`config.mk`:
```
export PLATFORM = sky130hd
export DESIGN_NAME = mem_port_ctrl_flat
export DESIGN_NICKNAME = d
export VERILOG_FILES = /design/src/rtl/mem_port_ctrl_if.sv /design/src/rtl/mem_port_ctrl.sv /design/src/flat_wrapper.sv
export SDC_FILE = /design/constraint.sdc
export NUM_CORES = 1
export LEC_CHECK = 0
export ABC_CLOCK_PERIOD_IN_PS = 2450
export BUFFER_PORTS_ARGS = -buffer_cell sky130_fd_sc_hd__buf_2
export CORE_ASPECT_RATIO = 1.4
export CORE_MARGIN = 4
export CORE_UTILIZATION = 52
export DETAILED_ROUTE_END_ITERATION = 10
export PLACE_DENSITY_LB_ADDON = 0.3
export SYNTH_ARGS = -nofsm -noshare
export SYNTH_HDL_FRONTEND = slang
export SYNTH_SLANG_ARGS = --single-unit
```
`constraint.sdc`:
```
create_clock -name clk -period 2.45 [get_ports clk]
set_clock_uncertainty 0.15 [all_clocks]
set_input_delay 0.49 -clock clk [delete_from_list [all_inputs] [get_ports clk]]
set_output_delay 0.49 -clock clk [all_outputs]
set_load 0.02 [all_outputs]
```
`src/rtl/mem_port_ctrl_if.sv`:
```
// Load/store request, response and memory-file signals between the datapath and mem_port_ctrl.
// The controller takes the slave side; the requester and memory file take the master side.
interface mem_port_ctrl_if #(
    parameter int ADDR_WIDTH = 10
);
    logic                  req_valid;
    logic                  req_ready;
    logic                  req_we;
    logic                  req_byte;
    logic [ADDR_WIDTH:0]   req_addr;
    logic [15:0]           req_wdata;
    logic                  rsp_valid;
    logic [15:0]           rsp_rdata;
    logic [ADDR_WIDTH-1:0] mem_addr;
    logic [15:0]           mem_data;
    logic                  mem_memw;
    logic [15:0]           mem_q;

    modport slave (
        input  req_valid, req_we, req_byte, req_addr, req_wdata, mem_q,
        output req_ready, rsp_valid, rsp_rdata, mem_addr, mem_data, mem_memw
    );

    modport master (
        output req_valid, req_we, req_byte, req_addr, req_wdata, mem_q,
        input  req_ready, rsp_valid, rsp_rdata, mem_addr, mem_data, mem_memw
    );
endinterface

```
`src/rtl/mem_port_ctrl.sv`:
```
// Byte-addressed load/store front end for a 16-bit word memory file with a registered read port.
// Word stores complete in the accept cycle; loads and byte stores take one extra memory cycle.
module mem_port_ctrl #(
    parameter int ADDR_WIDTH = 10
) (
    input  logic           clk,
    input  logic           rst_n,
    mem_port_ctrl_if.slave io_bus
);

    typedef enum logic [1:0] {
        IDLE    = 2'd0,
        LD_WAIT = 2'd1,
        RMW_WR  = 2'd2
    } state_t;

    state_t                r_state;
    state_t                w_state_nxt;
    logic                  w_ready;
    logic                  w_accept;
    logic                  w_rsp_set;
    logic                  w_rdata_ld;
    logic [15:0]           w_rdata_nxt;
    logic [ADDR_WIDTH-1:0] r_waddr;
    logic                  r_lane;
    logic                  r_byte;
    logic [7:0]            r_wbyte;
    logic                  r_rsp_valid;
    logic [15:0]           r_rdata;

    function automatic logic [7:0] lane_sel(input logic [15:0] word, input logic lane);
        return lane ? word[15:8] : word[7:0];
    endfunction

    function automatic logic [15:0] lane_merge(input logic [15:0] word, input logic lane,
                                               input logic [7:0] b);
        return lane ? {b, word[7:0]} : {word[15:8], b};
    endfunction

    // Gating with rst_n keeps the port closed while reset is held.
    assign w_ready  = (r_state == IDLE) & rst_n;
    assign w_accept = io_bus.req_valid & w_ready;

    assign io_bus.req_ready = w_ready;
    assign io_bus.rsp_valid = r_rsp_valid;
    assign io_bus.rsp_rdata = r_rdata;

    always_comb begin
        w_state_nxt     = r_state;
        io_bus.mem_addr = r_waddr;
        io_bus.mem_data = io_bus.req_wdata;
        io_bus.mem_memw = 1'b0;
        w_rsp_set       = 1'b0;
        w_rdata_ld      = 1'b0;
        w_rdata_nxt     = r_rdata;
        case (r_state)
            IDLE: begin
                io_bus.mem_addr = io_bus.req_addr[ADDR_WIDTH:1];
                if (w_accept) begin
                    if (io_bus.req_we && !io_bus.req_byte) begin
                        io_bus.mem_memw = 1'b1;
                        w_rsp_set       = 1'b1;
                    end else if (!io_bus.req_we) begin
                        w_state_nxt = LD_WAIT;
                    end else begin
                        w_state_nxt = RMW_WR;
                    end
                end
            end
            LD_WAIT: begin
                w_rsp_set   = 1'b1;
                w_rdata_ld  = 1'b1;
                w_rdata_nxt = r_byte ? {8'h00, lane_sel(io_bus.mem_q, r_lane)} : io_bus.mem_q;
                w_state_nxt = IDLE;
            end
            RMW_WR: begin
                // mem_q holds the target word read during the accept cycle.
                io_bus.mem_data = lane_merge(io_bus.mem_q, r_lane, r_wbyte);
                io_bus.mem_memw = 1'b1;
                w_rsp_set       = 1'b1;
                w_state_nxt     = IDLE;
            end
            default: w_state_nxt = IDLE;
        endcase
    end

    always_ff @(posedge clk or negedge rst_n) begin
        if (!rst_n) begin
            r_state     <= IDLE;
            r_rsp_valid <= 1'b0;
            r_rdata     <= 16'h0000;
            r_waddr     <= '0;
            r_lane      <= 1'b0;
            r_byte      <= 1'b0;
            r_wbyte     <= 8'h00;
        end else begin
            r_state     <= w_state_nxt;
            r_rsp_valid <= w_rsp_set;
            if (w_rdata_ld) begin
                r_rdata <= w_rdata_nxt;
            end
            if (w_accept) begin
                r_waddr <= io_bus.req_addr[ADDR_WIDTH:1];
                r_lane  <= io_bus.req_addr[0];
                r_byte  <= io_bus.req_byte;
                r_wbyte <= io_bus.req_wdata[7:0];
            end
        end
    end

endmodule

```
`src/flat_wrapper.sv`:
```
// flat-port wrapper written by rule: the top's interface ports become plain ports
module mem_port_ctrl_flat 
#(
    parameter int ADDR_WIDTH = 10
)
  (clk, rst_n, io_bus_req_valid, io_bus_req_we, io_bus_req_byte, io_bus_req_addr, io_bus_req_wdata, io_bus_mem_q, io_bus_req_ready, io_bus_rsp_valid, io_bus_rsp_rdata, io_bus_mem_addr, io_bus_mem_data, io_bus_mem_memw);
  mem_port_ctrl_if #(.ADDR_WIDTH(ADDR_WIDTH)) io_bus_i ();
  input  logic clk;
  input  logic rst_n;
  input wire logic [$bits(io_bus_i.req_valid)-1:0] io_bus_req_valid;
  input wire logic [$bits(io_bus_i.req_we)-1:0] io_bus_req_we;
  input wire logic [$bits(io_bus_i.req_byte)-1:0] io_bus_req_byte;
  input wire logic [$bits(io_bus_i.req_addr)-1:0] io_bus_req_addr;
  input wire logic [$bits(io_bus_i.req_wdata)-1:0] io_bus_req_wdata;
  input wire logic [$bits(io_bus_i.mem_q)-1:0] io_bus_mem_q;
  output wire logic [$bits(io_bus_i.req_ready)-1:0] io_bus_req_ready;
  output wire logic [$bits(io_bus_i.rsp_valid)-1:0] io_bus_rsp_valid;
  output wire logic [$bits(io_bus_i.rsp_rdata)-1:0] io_bus_rsp_rdata;
  output wire logic [$bits(io_bus_i.mem_addr)-1:0] io_bus_mem_addr;
  output wire logic [$bits(io_bus_i.mem_data)-1:0] io_bus_mem_data;
  output wire logic [$bits(io_bus_i.mem_memw)-1:0] io_bus_mem_memw;
  assign io_bus_i.req_valid = io_bus_req_valid;
  assign io_bus_i.req_we = io_bus_req_we;
  assign io_bus_i.req_byte = io_bus_req_byte;
  assign io_bus_i.req_addr = io_bus_req_addr;
  assign io_bus_i.req_wdata = io_bus_req_wdata;
  assign io_bus_i.mem_q = io_bus_mem_q;
  assign io_bus_req_ready = io_bus_i.req_ready;
  assign io_bus_rsp_valid = io_bus_i.rsp_valid;
  assign io_bus_rsp_rdata = io_bus_i.rsp_rdata;
  assign io_bus_mem_addr = io_bus_i.mem_addr;
  assign io_bus_mem_data = io_bus_i.mem_data;
  assign io_bus_mem_memw = io_bus_i.mem_memw;
  mem_port_ctrl #(.ADDR_WIDTH(ADDR_WIDTH)) u_core (.clk(clk), .rst_n(rst_n), .io_bus(io_bus_i));
endmodule
```
==> results of run 1 <==
[critical path, stage by stage, from the launching register on]
cell,delay [ns]
dfrtp_1,0.41
inv_1,0.09
ha_1,0.14
buf_4,0.22
mux2_2,0.35
buf_2,0.16
[how the worst max path moves through the flow]
| stage | startpoint | to | slack (ns) | cells after the start |
|---|---|---|---|---|
| after floorplan | u_core.r_state[0] | io_bus_mem_data[10] | 0.39 | 6 |
| after global placement | u_core.r_state[0] | io_bus_mem_addr[5] | 0.49 | 5 |
| after detailed placement | u_core.r_state[0] | io_bus_mem_addr[3] | 0.44 | 5 |
| after CTS | u_core.r_state[0] | io_bus_mem_addr[3] | 0.13 | 5 |
| after global routing | u_core.r_state[1] | io_bus_mem_addr[3] | 0.04 | 5 |
| final | u_core.r_state[0] | io_bus_mem_addr[3] | 0.15 | 5 |
[cells by family (layout without fill, tap and decap cells)]
kind of cell,Yosys count,in the layout,share of synthesized area [%]
AND/OR/NAND/NOR,47,47,10.6
flip-flops,39,39,43.0
adder cells (fa/ha/maj),4,4,2.21
multiplexers,46,46,24.9
AO/OA/AOI/OAI,44,44,12.6
buffers and inverters,29,121,6.62
[synth_stat cells, drive strengths merged]
cell    number  area (µm²)
nand3        9        57.6
a21oi       16        80.1
a21bo        8        80.1
ha           4        50.1
o31ai        1        7.51
nand3b       8        60.1
o21bai       1        7.51
o221a        1        11.3
clkbuf       8        32.5
o21ai        8        40.0
buf         10        76.3
and3         1        6.26
dfrtp       39         976
mux2        30         405
o32ai        1        8.76
nand2b       2        12.5
inv         11        41.3
a31oi        8        50.1
mux2i       16         160
and2         1        6.26
nand2        2        7.51
nor2        24        90.1
[per-stage QoR]
| step | power (W) | hold slack (ns) |
|---|---|---|
| after floorplan | 0.00275 | 0.0444 |
| after global placement | 0.00318 | 0.201 |
| after detailed placement | 0.00323 | 0.206 |
| after CTS | 0.00371 | 0.278 |
| after global routing | 0.00394 | 0.280 |
| final | 0.00367 | 0.281 |
[timing repair]
item,4_1_cts,5_1_grt
setup endpoints to repair,0,0
hold endpoints to repair,3,0
hold buffers,1,0
[flip-flops by register name (all words and copies together), names as in the netlist]
register and flops:
u_core.r_state 2, u_core.r_lane 1, u_core.io_bus.rsp_rdata 16, u_core.r_byte 1, u_core.r_wbyte 8, u_core.io_bus.rsp_valid 1
u_core.r_waddr 10
[cells in the final DEF, fill, tap and decap left out]
master | netlist | final
nand3_1 | 8 | 8
nand3_4 | 1 | 1
o31ai_1 | 1 | 1
a31oi_1 | 8 | 8
dfrtp_1 | 39 | 39
mux2i_1 | 16 | 16
nor2_1 | 24 | 24
o221a_2 | 1 | 1
buf_4 | 3 | 9
dlygate4sd3_1 | 0 | 1
mux2_2 | 12 | 12
and2_1 | 1 | 1
inv_1 | 11 | 11
buf_2 | 4 | 92
and3_1 | 1 | 1
o21ai_0 | 8 | 8
nand2b_1 | 2 | 2
mux2_4 | 18 | 18
a21bo_2 | 8 | 8
nand3b_1 | 8 | 8
clkbuf_1 | 6 | 1
clkbuf_8 | 0 | 7
o21bai_1 | 1 | 1
a21oi_1 | 16 | 16
ha_1 | 4 | 4
nand2_1 | 2 | 2
o32ai_1 | 1 | 1
[area by class of cell]
type | instances | area [µm²] | share of cell area (%)
Inverter | 11 | 41.3 | 1.44
Clock buffer | 8 | 100 | 3.49
Sequential cell | 39 | 976 | 34.0
Timing Repair Buffer | 102 | 538 | 18.7
Multi-Input combinational cell | 141 | 1140 | 39.7
Tap cell | 60 | 75.1 | 2.61
[power by group through the flow]
| stage | Combinational (W) | Clock (W) | Sequential [W] |
|---|---|---|---|
| after global placement | 0.00201 | 0 | 0.00117 |
| after global routing | 0.00221 | 0.000501 | 0.00122 |
| after detailed placement | 0.00206 | 0 | 0.00118 |
| after floorplan | 0.00151 | 0 | 0.00124 |
| final | 0.00204 | 0.000460 | 0.00117 |
| after CTS | 0.00206 | 0.000476 | 0.00117 |
[routing by layer]
layer,GRT usage (%),vias up,part of all wire (%)
met5,0,-,0
met2,30.6,58,50
met4,5.11,0,0.69
met3,7.86,2,9.8
met1,19.8,828,40
li1,-,912,-
==> flow_summary.ini, run 1 <==
[status]
outcome = complete, no violations

[cells_and_area]
n_fill_cell = 363
antenna_cells = 0
nets = 352
area_growth_pct = 26.7
drive_gt1_share_pct = 49.2
design_area_um2 = 2870
final_util_pct = 67.7
layout.cells.non_filler = 361

[detailed_routing]
drt_first_iter_violations = 82
dr_total_vias = 1800
drtAntennaViolNets = 0
vias_per_cell = 4.99
wl_per_cell_um = 13.2
drc = 0
wl_um = 4770
first_pass_iters = 4

[cts]
tritoncts = done
clk_pin_slew_ns = 0.07
cts_buffer_depth = 2
htreeDepth = 2
post-cts-setup-buffer-count = 0
cts_made_buffers = 5
root_buffer = clkbuf_8
ctsResizeCount = 0
cts_sinks = 39
clock_latency_ns = 0.28

[placed_design]
place_area_um2 = 2760
place.port_buffers = 92
dp.cells = 352
gp_congestion = 0.801
dp.final_hpwl_um = 3740
pre_cts_slack_ns = 0.444

[synth]
avgSynthCellArea_um2 = 10.8
postSynthCellCount = 209
syn_nets = 261
synth_area_um2 = 2270
synth.distinct_cells = 27
ys_ff_latch = 39
ys_seq_area_share_pct = 43.0
yosys_warnings = 0

[setup_path]
worstPathArrival_ns = 1.66
start_kind = flip-flop
r2r_end = u_core.r_wbyte[1]
reg2reg_depth = 6
cp_max_fo = 15
crit_path_end_kind = output pin
r2r_start = u_core.r_state[0]
crit_required_ns = 1.81
r2r_slack_ns = 0.54
critPathKind = flip-flop to output pin

[power]
leakagePower_nw = 1.49
p_comb_share_pct = 55.5
power.density_nw_per_um2 = 1280
internal-power_w = 0.00215
switching_power_w = 0.00152
seq_power_share_pct = 31.9
p_sw_share_pct = 41.4
vdd_drop_max_mv = 0.727
p_clk_share_pct = 12.6

[die]
rows = 28
core-area_um2 = 4240
start_util_pct = 53.5
ios = 93
die-area_um2 = 5500
die_h_um = 86.1
die_w_um = 63.8

[sta]
worst_slack_ns = 0.150
setup_tns_ns = 0
grt_setup_unrepaired = false
period_needed_ns = 2.30
fin_crit_sh_pct = 93.9
max_slew.worst_pin.slew_ns = 0.677
setup_violations = 0
fmax_mhz = 435
relSlewSlack_pct = 54.8
hold_viol = 0
drv_slew = 0

[run]
maxCapViolations = 0

[worst_hold_path]
hold_depth = 2
hold_path_class = input pin to flip-flop
worst_hold_path.endpoint = u_core.r_state[0]
hp-start = io_bus_req_we

[global_routing]
overflow = 0
antenna_found_initial = 0
grt_use_total_pct = 17.8
grt_max_degree = 33
grt_pass1_wl_um = 7790
first_global_vias = 1781
Note: power is estimated with default switching activity, not from simulation.
==> inputs of run 2 (changes only) <==
==> constraint.sdc (replaced) <==
create_clock -name clk -period 2.45 [get_ports clk]
set_clock_uncertainty 0.15 [all_clocks]
set_input_delay 0.245 -clock clk [delete_from_list [all_inputs] [get_ports clk]]
set_output_delay 0.245 -clock clk [all_outputs]
set_load 0.02 [all_outputs]
==> run 2 against run 1 <==
- largest power group unchanged
- final cell count is 0.55% lower
- via count is 0.22% lower
- die area stayed put
- global-route usage is 0.78 points higher
- sequential power hardly changed
- clock power is 12% lower
- critical path depth is 1 higher
- highest routed layer unchanged
- count of clock-buffer cells in the layout is 1 lower
- total power is 1.0% lower
- first-iteration DRC count is 15% lower
==> flow_summary.ini, run 2 (synthesized netlist as in run 1, its figures left out) <==
[status]
outcome = complete, no violations

[cts]
cts_sinks = 39
root_buffer = clkbuf_8
clk_pin_slew_ns = 0.07
clock_latency_ns = 0.28
cts_buffer_depth = 2
htreeDepth = 2
tritoncts = done
cts_made_buffers = 5

[detailed_routing]
first_pass_iters = 4
dr_total_vias = 1796
vias_per_cell = 5.00
wl_um = 4910
wl_per_cell_um = 13.7
drc = 0
drt_first_iter_violations = 70
drtAntennaViolNets = 0

[setup_path]
start_kind = flip-flop
reg2reg_depth = 5
cp_max_fo = 24
crit_path_end_kind = output pin
crit_required_ns = 2.06
worstPathArrival_ns = 1.79
critPathKind = flip-flop to output pin

[run]
maxCapViolations = 0

[global_routing]
overflow = 0
grt_pass1_wl_um = 8110
first_global_vias = 1815
grt_max_degree = 43
antenna_found_initial = 0
grt_use_total_pct = 18.6

[sta]
grt_setup_unrepaired = false
fmax_mhz = 457
period_needed_ns = 2.19
setup_tns_ns = 0
worst_slack_ns = 0.262
drv_slew = 0
max_slew.worst_pin.slew_ns = 0.654
hold_viol = 0
setup_violations = 0
fin_crit_sh_pct = 89.3
relSlewSlack_pct = 56.4

[placed_design]
gp_congestion = 0.811
place.port_buffers = 92
pre_cts_slack_ns = 0.571
dp.final_hpwl_um = 3850

[power]
power.density_nw_per_um2 = 1270
leakagePower_nw = 1.47
vdd_drop_max_mv = 0.714

[die]
ios = 93
die_w_um = 63.8
start_util_pct = 53.5
rows = 28
die_h_um = 86.1
core-area_um2 = 4240
die-area_um2 = 5500

[cells_and_area]
nets = 350
largest_register_ffs = 16
final_common_cell = buf_2
n_fill_cell = 364
final_cell_mix = buf_2, dfrtp_1, nor2_1, mux2_4
drive_gt1_share_pct = 48.5
area_growth_pct = 25.7
antenna_cells = 0

[worst_hold_path]
hold_path_class = input pin to flip-flop
hold_depth = 2
## run 2: worst paths after layout
kind | slack [ns] | endpoint | from
min in group asynchronous | 0.50 | u_core.io_bus.rsp_rdata[6] | rst_n
hold reg to reg | 0.36 | u_core.r_waddr[7] | u_core.r_waddr[7]
max in group asynchronous | 1.28 | u_core.r_waddr[5] | rst_n
setup reg to reg | 0.60 | u_core.r_waddr[1] | u_core.r_state[0]
hold / removal | 0.05 | u_core.r_state[0] | io_bus_req_we
setup / recovery | 0.26 | io_bus_mem_data[10] | u_core.r_state[0]
## run 2: critical path, cell delays in order, from the launching register on
cell     delay [ns]
dfrtp_1        0.42
inv_1          0.10
ha_1           0.40
buf_12         0.21
nor2_1         0.06
a21oi_1        0.14
buf_2          0.19
## run 2: routing by layer
metal	up-vias	share of wire, %	track usage, %
met1	829	41	21.4
met5	-	0	0
met3	5	7.9	6.42
met2	56	49	32.1
met4	0	1.2	5.89
li1	906	-	-
## run 2: where the power goes
group,internal (W),leakage (nW),total (W),switching (W)
registers,0.000946,0.465,0.00117,0.000225
logic,0.000957,0.965,0.00205,0.00110
clock network,0.000200,0.0422,0.000405,0.000205
## run 2: final cells by class
type                            count  area [µm²]  area share [%]
Multi-Input combinational cell    141        1140            40.0
Timing Repair Buffer              100         536            18.8
Clock buffer                        7        76.3            2.68
Clock inverter                      1        5.00           0.176
Inverter                           11        41.3            1.45
Sequential cell                    39         976            34.2
Tap cell                           60        75.1            2.63
## run 2: what timing repair did
item                                   CTS  global route
gates resized for setup                  0             0
hold buffers                             1             0
setup buffers                            0             0
endpoints found under the hold margin   39             0
## run 2: per-stage QoR
stage	utilization [%]	hold WS (ns)	std cells	cell area, µm²	total power [W]
final	67.2	0.0500	359	2850	0.00363
after global routing	67.2	0.0427	359	2850	0.00392
after CTS	67.2	0.0352	359	2850	0.00367
after detailed placement	65.1	0.298	350	2760	0.00326
after global placement	65.1	0.296	350	2760	0.00320
after floorplan	-	-0.201	209	2270	0.00275
